`src/rtl/alu_pkg.sv`:
```
// Shared ALU scheduler types: unit-select and shift sub-op codes, FSM states, command record.
// Latency: none (types and pure functions only).
// Backpressure: n/a.
package alu_pkg;

    localparam int COUNT_WD = 4;

    typedef enum logic [1:0] {
        UNIT_ARITH = 2'b00,
        UNIT_LOGIC = 2'b01,
        UNIT_CMP   = 2'b10,
        UNIT_SHIFT = 2'b11
    } unit_sel_e;

    // Shift sub-ops 00/01 act on operand A, 10/11 on operand B.
    typedef enum logic [1:0] {
        SH_OP_A0 = 2'b00,
        SH_OP_A1 = 2'b01,
        SH_OP_B0 = 2'b10,
        SH_OP_B1 = 2'b11
    } shift_op_e;

    typedef enum logic [1:0] {
        ST_IDLE,
        ST_ISSUE,
        ST_WAIT,
        ST_DONE
    } state_e;

    typedef struct packed {
        unit_sel_e  sel;
        logic [1:0] fun;
    } cmd_t;

    function automatic logic shift_feeds_b(input logic [1:0] op);
        return (op == SH_OP_B0) || (op == SH_OP_B1);
    endfunction

    // Bit order: [0] arith, [1] logic, [2] cmp, [3] shift.
    function automatic logic [3:0] unit_onehot(input unit_sel_e s);
        return 4'b0001 << s;
    endfunction

endpackage

```
`src/rtl/alu_issue_timer.sv`:
```
// Shift repeat down-counter and unit-response timeout up-counter with terminal flags.
// Latency: flags are combinational from registered counts, updated one cycle after a command.
// Backpressure: none; driven purely by the scheduler FSM strobes.
module alu_issue_timer
    import alu_pkg::*;
#(
    parameter int TIMEOUT = 4
) (
    input  logic                CLK,
    input  logic                RST,
    input  logic                load,
    input  logic [COUNT_WD-1:0] load_cnt,
    input  logic                dec,
    input  logic                tmr_clr,
    input  logic                tmr_inc,
    output logic                last,
    output logic                timeout_hit
);

    localparam int TMR_WD = $clog2(TIMEOUT + 1);

    logic [COUNT_WD-1:0] rem_q;
    logic [TMR_WD-1:0]   tmr_q;

    always_ff @(posedge CLK or negedge RST) begin
        if (!RST) begin
            rem_q <= '0;
            tmr_q <= '0;
        end else begin
            if (load) begin
                rem_q <= load_cnt;
            end else if (dec) begin
                rem_q <= rem_q - COUNT_WD'(1);
            end

            if (load || tmr_clr) begin
                tmr_q <= '0;
            end else if (tmr_inc) begin
                tmr_q <= tmr_q + TMR_WD'(1);
            end
        end
    end

    assign last        = (rem_q <= COUNT_WD'(1));
    assign timeout_hit = (tmr_q == TMR_WD'(TIMEOUT));

endmodule

```
`src/rtl/alu_op_scheduler.sv`:
```
// Sequences one command at a time onto the ALU unit bank; multi-bit shifts loop single-bit passes.
// Latency: 2 cycles per unit pass (shift of N: 2N), timeout result TIMEOUT+2 cycles after accept.
// Backpressure: CMD_READY only in IDLE; result held in DONE until RES_READY.
module alu_op_scheduler
    import alu_pkg::*;
#(
    parameter int IN_DATA_WD = 16,
    parameter int OUT_WD     = IN_DATA_WD,
    parameter int TIMEOUT    = 4
) (
    input  logic                  CLK,
    input  logic                  RST,
    input  logic                  CMD_VALID,
    output logic                  CMD_READY,
    input  logic [3:0]            CMD_FUN,
    input  logic [3:0]            CMD_CNT,
    input  logic [IN_DATA_WD-1:0] CMD_A,
    input  logic [IN_DATA_WD-1:0] CMD_B,
    output logic [IN_DATA_WD-1:0] UNIT_A,
    output logic [IN_DATA_WD-1:0] UNIT_B,
    output logic [1:0]            UNIT_FUN,
    output logic                  ARITH_EN,
    output logic                  LOGIC_EN,
    output logic                  CMP_EN,
    output logic                  SHIFT_EN,
    input  logic [OUT_WD-1:0]     ARITH_OUT,
    input  logic [OUT_WD-1:0]     LOGIC_OUT,
    input  logic [OUT_WD-1:0]     CMP_OUT,
    input  logic [OUT_WD-1:0]     SHIFT_OUT,
    input  logic                  ARITH_FLAG,
    input  logic                  LOGIC_FLAG,
    input  logic                  CMP_FLAG,
    input  logic                  SHIFT_FLAG,
    output logic                  RES_VALID,
    input  logic                  RES_READY,
    output logic [OUT_WD-1:0]     RES_DATA,
    output logic                  RES_ERR,
    output logic                  BUSY
);

    state_e                state_q, state_d;
    cmd_t                  cmd_q, cmd_d;
    logic [IN_DATA_WD-1:0] unit_a_q, unit_a_d;
    logic [IN_DATA_WD-1:0] unit_b_q, unit_b_d;
    logic [3:0]            en_q, en_d;
    logic                  res_vld_q, res_vld_d;
    logic [OUT_WD-1:0]     res_dat_q, res_dat_d;
    logic                  res_err_q, res_err_d;

    logic                  cnt_load, cnt_dec, tmr_clr, tmr_inc;
    logic                  cnt_last, timeout_hit;
    logic [COUNT_WD-1:0]   load_cnt;
    logic                  sel_flag;
    logic [OUT_WD-1:0]     sel_out;
    logic [IN_DATA_WD-1:0] shift_fb;

    alu_issue_timer #(
        .TIMEOUT (TIMEOUT)
    ) u_timer (
        .CLK         (CLK),
        .RST         (RST),
        .load        (cnt_load),
        .load_cnt    (load_cnt),
        .dec         (cnt_dec),
        .tmr_clr     (tmr_clr),
        .tmr_inc     (tmr_inc),
        .last        (cnt_last),
        .timeout_hit (timeout_hit)
    );

    // Non-shift commands and a zero count both mean a single pass.
    always_comb begin
        load_cnt = COUNT_WD'(1);
        if ((CMD_FUN[3:2] == UNIT_SHIFT) && (CMD_CNT != '0)) begin
            load_cnt = CMD_CNT;
        end
    end

    always_comb begin
        sel_flag = ARITH_FLAG;
        sel_out  = ARITH_OUT;
        case (cmd_q.sel)
            UNIT_ARITH: begin sel_flag = ARITH_FLAG; sel_out = ARITH_OUT; end
            UNIT_LOGIC: begin sel_flag = LOGIC_FLAG; sel_out = LOGIC_OUT; end
            UNIT_CMP:   begin sel_flag = CMP_FLAG;   sel_out = CMP_OUT;   end
            UNIT_SHIFT: begin sel_flag = SHIFT_FLAG; sel_out = SHIFT_OUT; end
            default:    begin sel_flag = ARITH_FLAG; sel_out = ARITH_OUT; end
        endcase
    end

    assign shift_fb = IN_DATA_WD'(SHIFT_OUT);

    always_comb begin
        state_d   = state_q;
        cmd_d     = cmd_q;
        unit_a_d  = unit_a_q;
        unit_b_d  = unit_b_q;
        en_d      = '0;
        res_vld_d = res_vld_q;
        res_dat_d = res_dat_q;
        res_err_d = res_err_q;
        cnt_load  = 1'b0;
        cnt_dec   = 1'b0;
        tmr_clr   = 1'b0;
        tmr_inc   = 1'b0;

        case (state_q)
            ST_IDLE: begin
                if (CMD_VALID) begin
                    cmd_d    = '{sel: unit_sel_e'(CMD_FUN[3:2]), fun: CMD_FUN[1:0]};
                    unit_a_d = CMD_A;
                    unit_b_d = CMD_B;
                    en_d     = unit_onehot(unit_sel_e'(CMD_FUN[3:2]));
                    cnt_load = 1'b1;
                    state_d  = ST_ISSUE;
                end
            end
            ST_ISSUE: begin
                tmr_clr = 1'b1;
                state_d = ST_WAIT;
            end
            ST_WAIT: begin
                if (sel_flag) begin
                    if (!cnt_last) begin
                        // Only shifts carry a count above one: loop the partial result back.
                        if (shift_feeds_b(cmd_q.fun)) begin
                            unit_b_d = shift_fb;
                        end else begin
                            unit_a_d = shift_fb;
                        end
                        cnt_dec = 1'b1;
                        en_d    = unit_onehot(cmd_q.sel);
                        state_d = ST_ISSUE;
                    end else begin
                        res_dat_d = sel_out;
                        res_err_d = 1'b0;
                        res_vld_d = 1'b1;
                        state_d   = ST_DONE;
                    end
                end else if (timeout_hit) begin
                    res_dat_d = '0;
                    res_err_d = 1'b1;
                    res_vld_d = 1'b1;
                    state_d   = ST_DONE;
                end else begin
                    tmr_inc = 1'b1;
                end
            end
            ST_DONE: begin
                if (RES_READY) begin
                    res_vld_d = 1'b0;
                    state_d   = ST_IDLE;
                end
            end
            default: state_d = ST_IDLE;
        endcase
    end

    always_ff @(posedge CLK or negedge RST) begin
        if (!RST) begin
            state_q   <= ST_IDLE;
            cmd_q     <= '0;
            unit_a_q  <= '0;
            unit_b_q  <= '0;
            en_q      <= '0;
            res_vld_q <= 1'b0;
            res_dat_q <= '0;
            res_err_q <= 1'b0;
        end else begin
            state_q   <= state_d;
            cmd_q     <= cmd_d;
            unit_a_q  <= unit_a_d;
            unit_b_q  <= unit_b_d;
            en_q      <= en_d;
            res_vld_q <= res_vld_d;
            res_dat_q <= res_dat_d;
            res_err_q <= res_err_d;
        end
    end

    assign CMD_READY = (state_q == ST_IDLE);
    assign BUSY      = (state_q != ST_IDLE);
    assign UNIT_A    = unit_a_q;
    assign UNIT_B    = unit_b_q;
    assign UNIT_FUN  = cmd_q.fun;
    assign ARITH_EN  = en_q[0];
    assign LOGIC_EN  = en_q[1];
    assign CMP_EN    = en_q[2];
    assign SHIFT_EN  = en_q[3];
    assign RES_VALID = res_vld_q;
    assign RES_DATA  = res_dat_q;
    assign RES_ERR   = res_err_q;

endmodule

```
`config.mk`:
```
export PLATFORM = sky130hd
export DESIGN_NAME = alu_op_scheduler
export DESIGN_NICKNAME = d
export VERILOG_FILES = /design/src/rtl/alu_pkg.sv /design/src/rtl/alu_issue_timer.sv /design/src/rtl/alu_op_scheduler.sv
export SDC_FILE = /design/constraint.sdc
export NUM_CORES = 1
export LEC_CHECK = 0
export ABC_CLOCK_PERIOD_IN_PS = 4900
export CAP_MARGIN = 20
export CORE_ASPECT_RATIO = 1.75
export CORE_MARGIN = 1.5
export CORE_UTILIZATION = 30
export DETAILED_ROUTE_END_ITERATION = 12
export GPL_ROUTABILITY_DRIVEN = 0
export PLACE_DENSITY = 0.66
export SLEW_MARGIN = 40
export SYNTH_ARGS = -nofsm -noshare
export SYNTH_HDL_FRONTEND = slang
export SYNTH_SLANG_ARGS = --single-unit
```
`constraint.sdc`:
```
create_clock -name CLK -period 4.9 [get_ports CLK]
set_clock_uncertainty 0.15 [all_clocks]
set_input_delay 0.98 -clock CLK [delete_from_list [all_inputs] [get_ports CLK]]
set_output_delay 0.98 -clock CLK [all_outputs]
set_load 0.02 [all_outputs]
```
==> run metrics <==
Mapped Area 3640 um^2; Fin Setup TNS 0 ps; Arr. time, crit path roughly 3400 ps; CTS tree built; die span in x 86.2 um; core area 11900 um^2; first drt pass iteration count 4; count of final hold-check violations 0; initial core utilization 0.305; Die Y approximately 150 um; Synth Instances 380; RSZ-0062 raised after global routing false; io pins 170; Post-synth ARST share 1.00; placed inst area 5390 um^2; Pleak 2.37 nW; slowest cell delay on critical path 700 ps; min cycle time layout 3280 ps; initial antenna violation count 0; Hold Path Origin RES_VALID$_DFFE_PN0P_; most frequent cells in the layout clkdlybuf4s50_1 (168), dfrtp_1 (66), o21ai_0 (46); share of cells above drive strength 1 0.0924; critical path, cell by cell clkdlybuf4s50_1 > mux4_2 > nor3b_1 > a21o_1 > mux2_2; crit path kind input pin to register; CP Capture Type register; post-layout util 0.481; startpoint class of the critical path input pin; grt total ovfl 0; CP max FO 21; slowest CP cell mux4_2; Max Freq roughly 300 MHz; Via density 5.36; total CTS buffers 9; CTS Root Buffer Type clkbuf_16; Area Overhead vs Synth 58.0%; Clock transition at path regs 50 ps; design area 5740 um^2; # clock sinks 67; post-DP HPWL ~10000 um; commonest non-fill, non-tap cell in the layout clkdlybuf4s50_1; routed via count 3637; Worst-Skew Late Latency 340 ps; most frequently used flop master after synthesis dfrtp_1; status completed; DR WL/cell 19.5 um; first-pass GRT wire length 20200 um; total of max-cap violations 0; YS warnings 0; crit path from SHIFT_FLAG; period utilisation layout 0.670; largest net degree at the start of global routing 43; max-slew violations 0; Unique masters post-synth 47; final WL approximately 13000 um; Post-synth EDFFs 0; syn avg cell area 9.57 um^2; Worst VDD drop 0.257 mV; die area 12800 um^2; worst slew pin tran 769 ps; DRC 0; PortBufs 169; Min-Delay Path Class register to register; multi-input logic area 1740 um^2; FF+latch area between 1500 and 2000 um^2; Total GRT Usage 0.210; CTS max path bufs 2; total inserted antenna cells 0; Setup Fix Bufs, Post-CTS 0; DRT iter0 DRCs between 200 and 250; Routed Antenna Nets 0; sequential area share after synthesis 0.461; Cell Pwr Density roughly 640 nW/um^2; Tot Pwr 0.00366 W; filler instances 1153; Critical Path RT 4970 ps; Hold Buf Count CTS 0; post-CTS sizing 0; r2r startpoint cmd_q[2]$_DFFE_PN0P_; Final Setup Violations 0; CTS H-Tree Depth 3; row cnt 53; max_slew headroom 0.485; Nets 652; post-synth net total 496; number of global-route vias before repair ~3800; Yosys reg bits 67
[power breakdown]
group / switching [W] / internal (W)
combinational: 0.00105 / 0.000839
clock: 0.000244 / 0.000510
sequential: 0.000215 / 0.000801
total: 0.00151 / 0.00215
[critical path, delay by kind of cell]
kind	cells	cell delay, ps
buffers and inverters	1	420
AND/OR/NAND/NOR	1	280
multiplexers	2	1110
AO/OA/AOI/OAI	1	550
[metrics by stage]
| step | setup WS, ps | std cells | hold WS, ps |
|---|---|---|---|
| 6_report | 1620 | 678 | 328 |
| 5_1_grt | 1500 | 678 | 362 |
| 4_1_cts | 1620 | 678 | 332 |
| 3_5_place_dp | 1260 | 662 | 320 |
| 3_3_place_gp | 1370 | 662 | 313 |
| 2_1_floorplan | 2320 | 380 | 297 |
[metal layers]
metal	GRT usage	part of all wire	routed length, um
met3	0.0416	0.050	655
met1	0.233	0.36	4760
met4	0.109	0.044	585
met5	0	0	0
met2	0.374	0.55	7200
[cell usage after synthesis (2+ instances only)]
cell        n  share of area
a21o_1      2         0.0041
a21oi_1    37          0.051
a21oi_2     2         0.0048
a221oi_1    9          0.022
and2_1     17          0.029
buf_1       3         0.0031
buf_2       5         0.0069
buf_4       2         0.0041
buf_6       4          0.012
clkbuf_1   15          0.015
clkbuf_2    2         0.0028
dfrtp_1    67           0.46
ha_1        4          0.014
inv_1      16          0.017
mux2_2      8          0.025
mux2_4      2         0.0083
mux2i_1    10          0.028
mux4_2      8          0.050
nand2_1    29          0.030
nand2b_1    3         0.0052
nand3_1    41          0.056
nor2_1     13          0.013
nor3_1      4         0.0055
nor3b_1     2         0.0041
o2111ai_1   4         0.0096
o211ai_1    3         0.0062
o21ai_0    46          0.063
o31ai_1     2         0.0041
xor2_1      2         0.0048
[flip-flops by register name, summed over array words and instances (netlist names)]
name and count:
u_timer.tmr_q 3, RES_DATA 16, en_q 4, UNIT_FUN 2
UNIT_B 16, UNIT_A 16, u_timer.rem_q 4, RES_ERR 1
RES_VALID 1, cmd_q 2, state_q 2
[layout make-up]
type | count | share of cell area
Clock buffer | 10 | 0.0416
Clock inverter | 6 | 0.0196
Inverter | 16 | 0.0105
Multi-Input combinational cell | 266 | 0.304
Sequential cell | 67 | 0.292
Tap cell | 137 | 0.0298
Timing Repair Buffer | 176 | 0.303
[final timing paths]
check / end / slack (ps) / depth (start not counted)
worst max-delay path: RES_DATA[0]$_DFFE_PN0P_ / 1620 / 5
worst min-delay path: RES_VALID$_DFFE_PN0P_ / 330 / 1
worst max register to register: RES_DATA[0]$_DFFE_PN0P_ / 1890 / 5
worst min register to register: RES_VALID$_DFFE_PN0P_ / 330 / 1
max in group asynchronous: UNIT_B[10]$_DFFE_PN0P_ / 3110 / 2
min in group asynchronous: RES_DATA[6]$_DFFE_PN0P_ / 530 / 1
[cells by family after synthesis]
kind of cell               count (synthesis)  synth area share
muxes                                     28             0.110
buffers and inverters                     47            0.0612
and+or+nand+nor                          117             0.161
DFF                                       67             0.461
AOI/OAI and AO/OA                        115             0.188
adders and majority gates                  4            0.0138
xor gates and xnor gates                   2           0.00482
No activity file was read; power rests on OpenSTA's default activity.
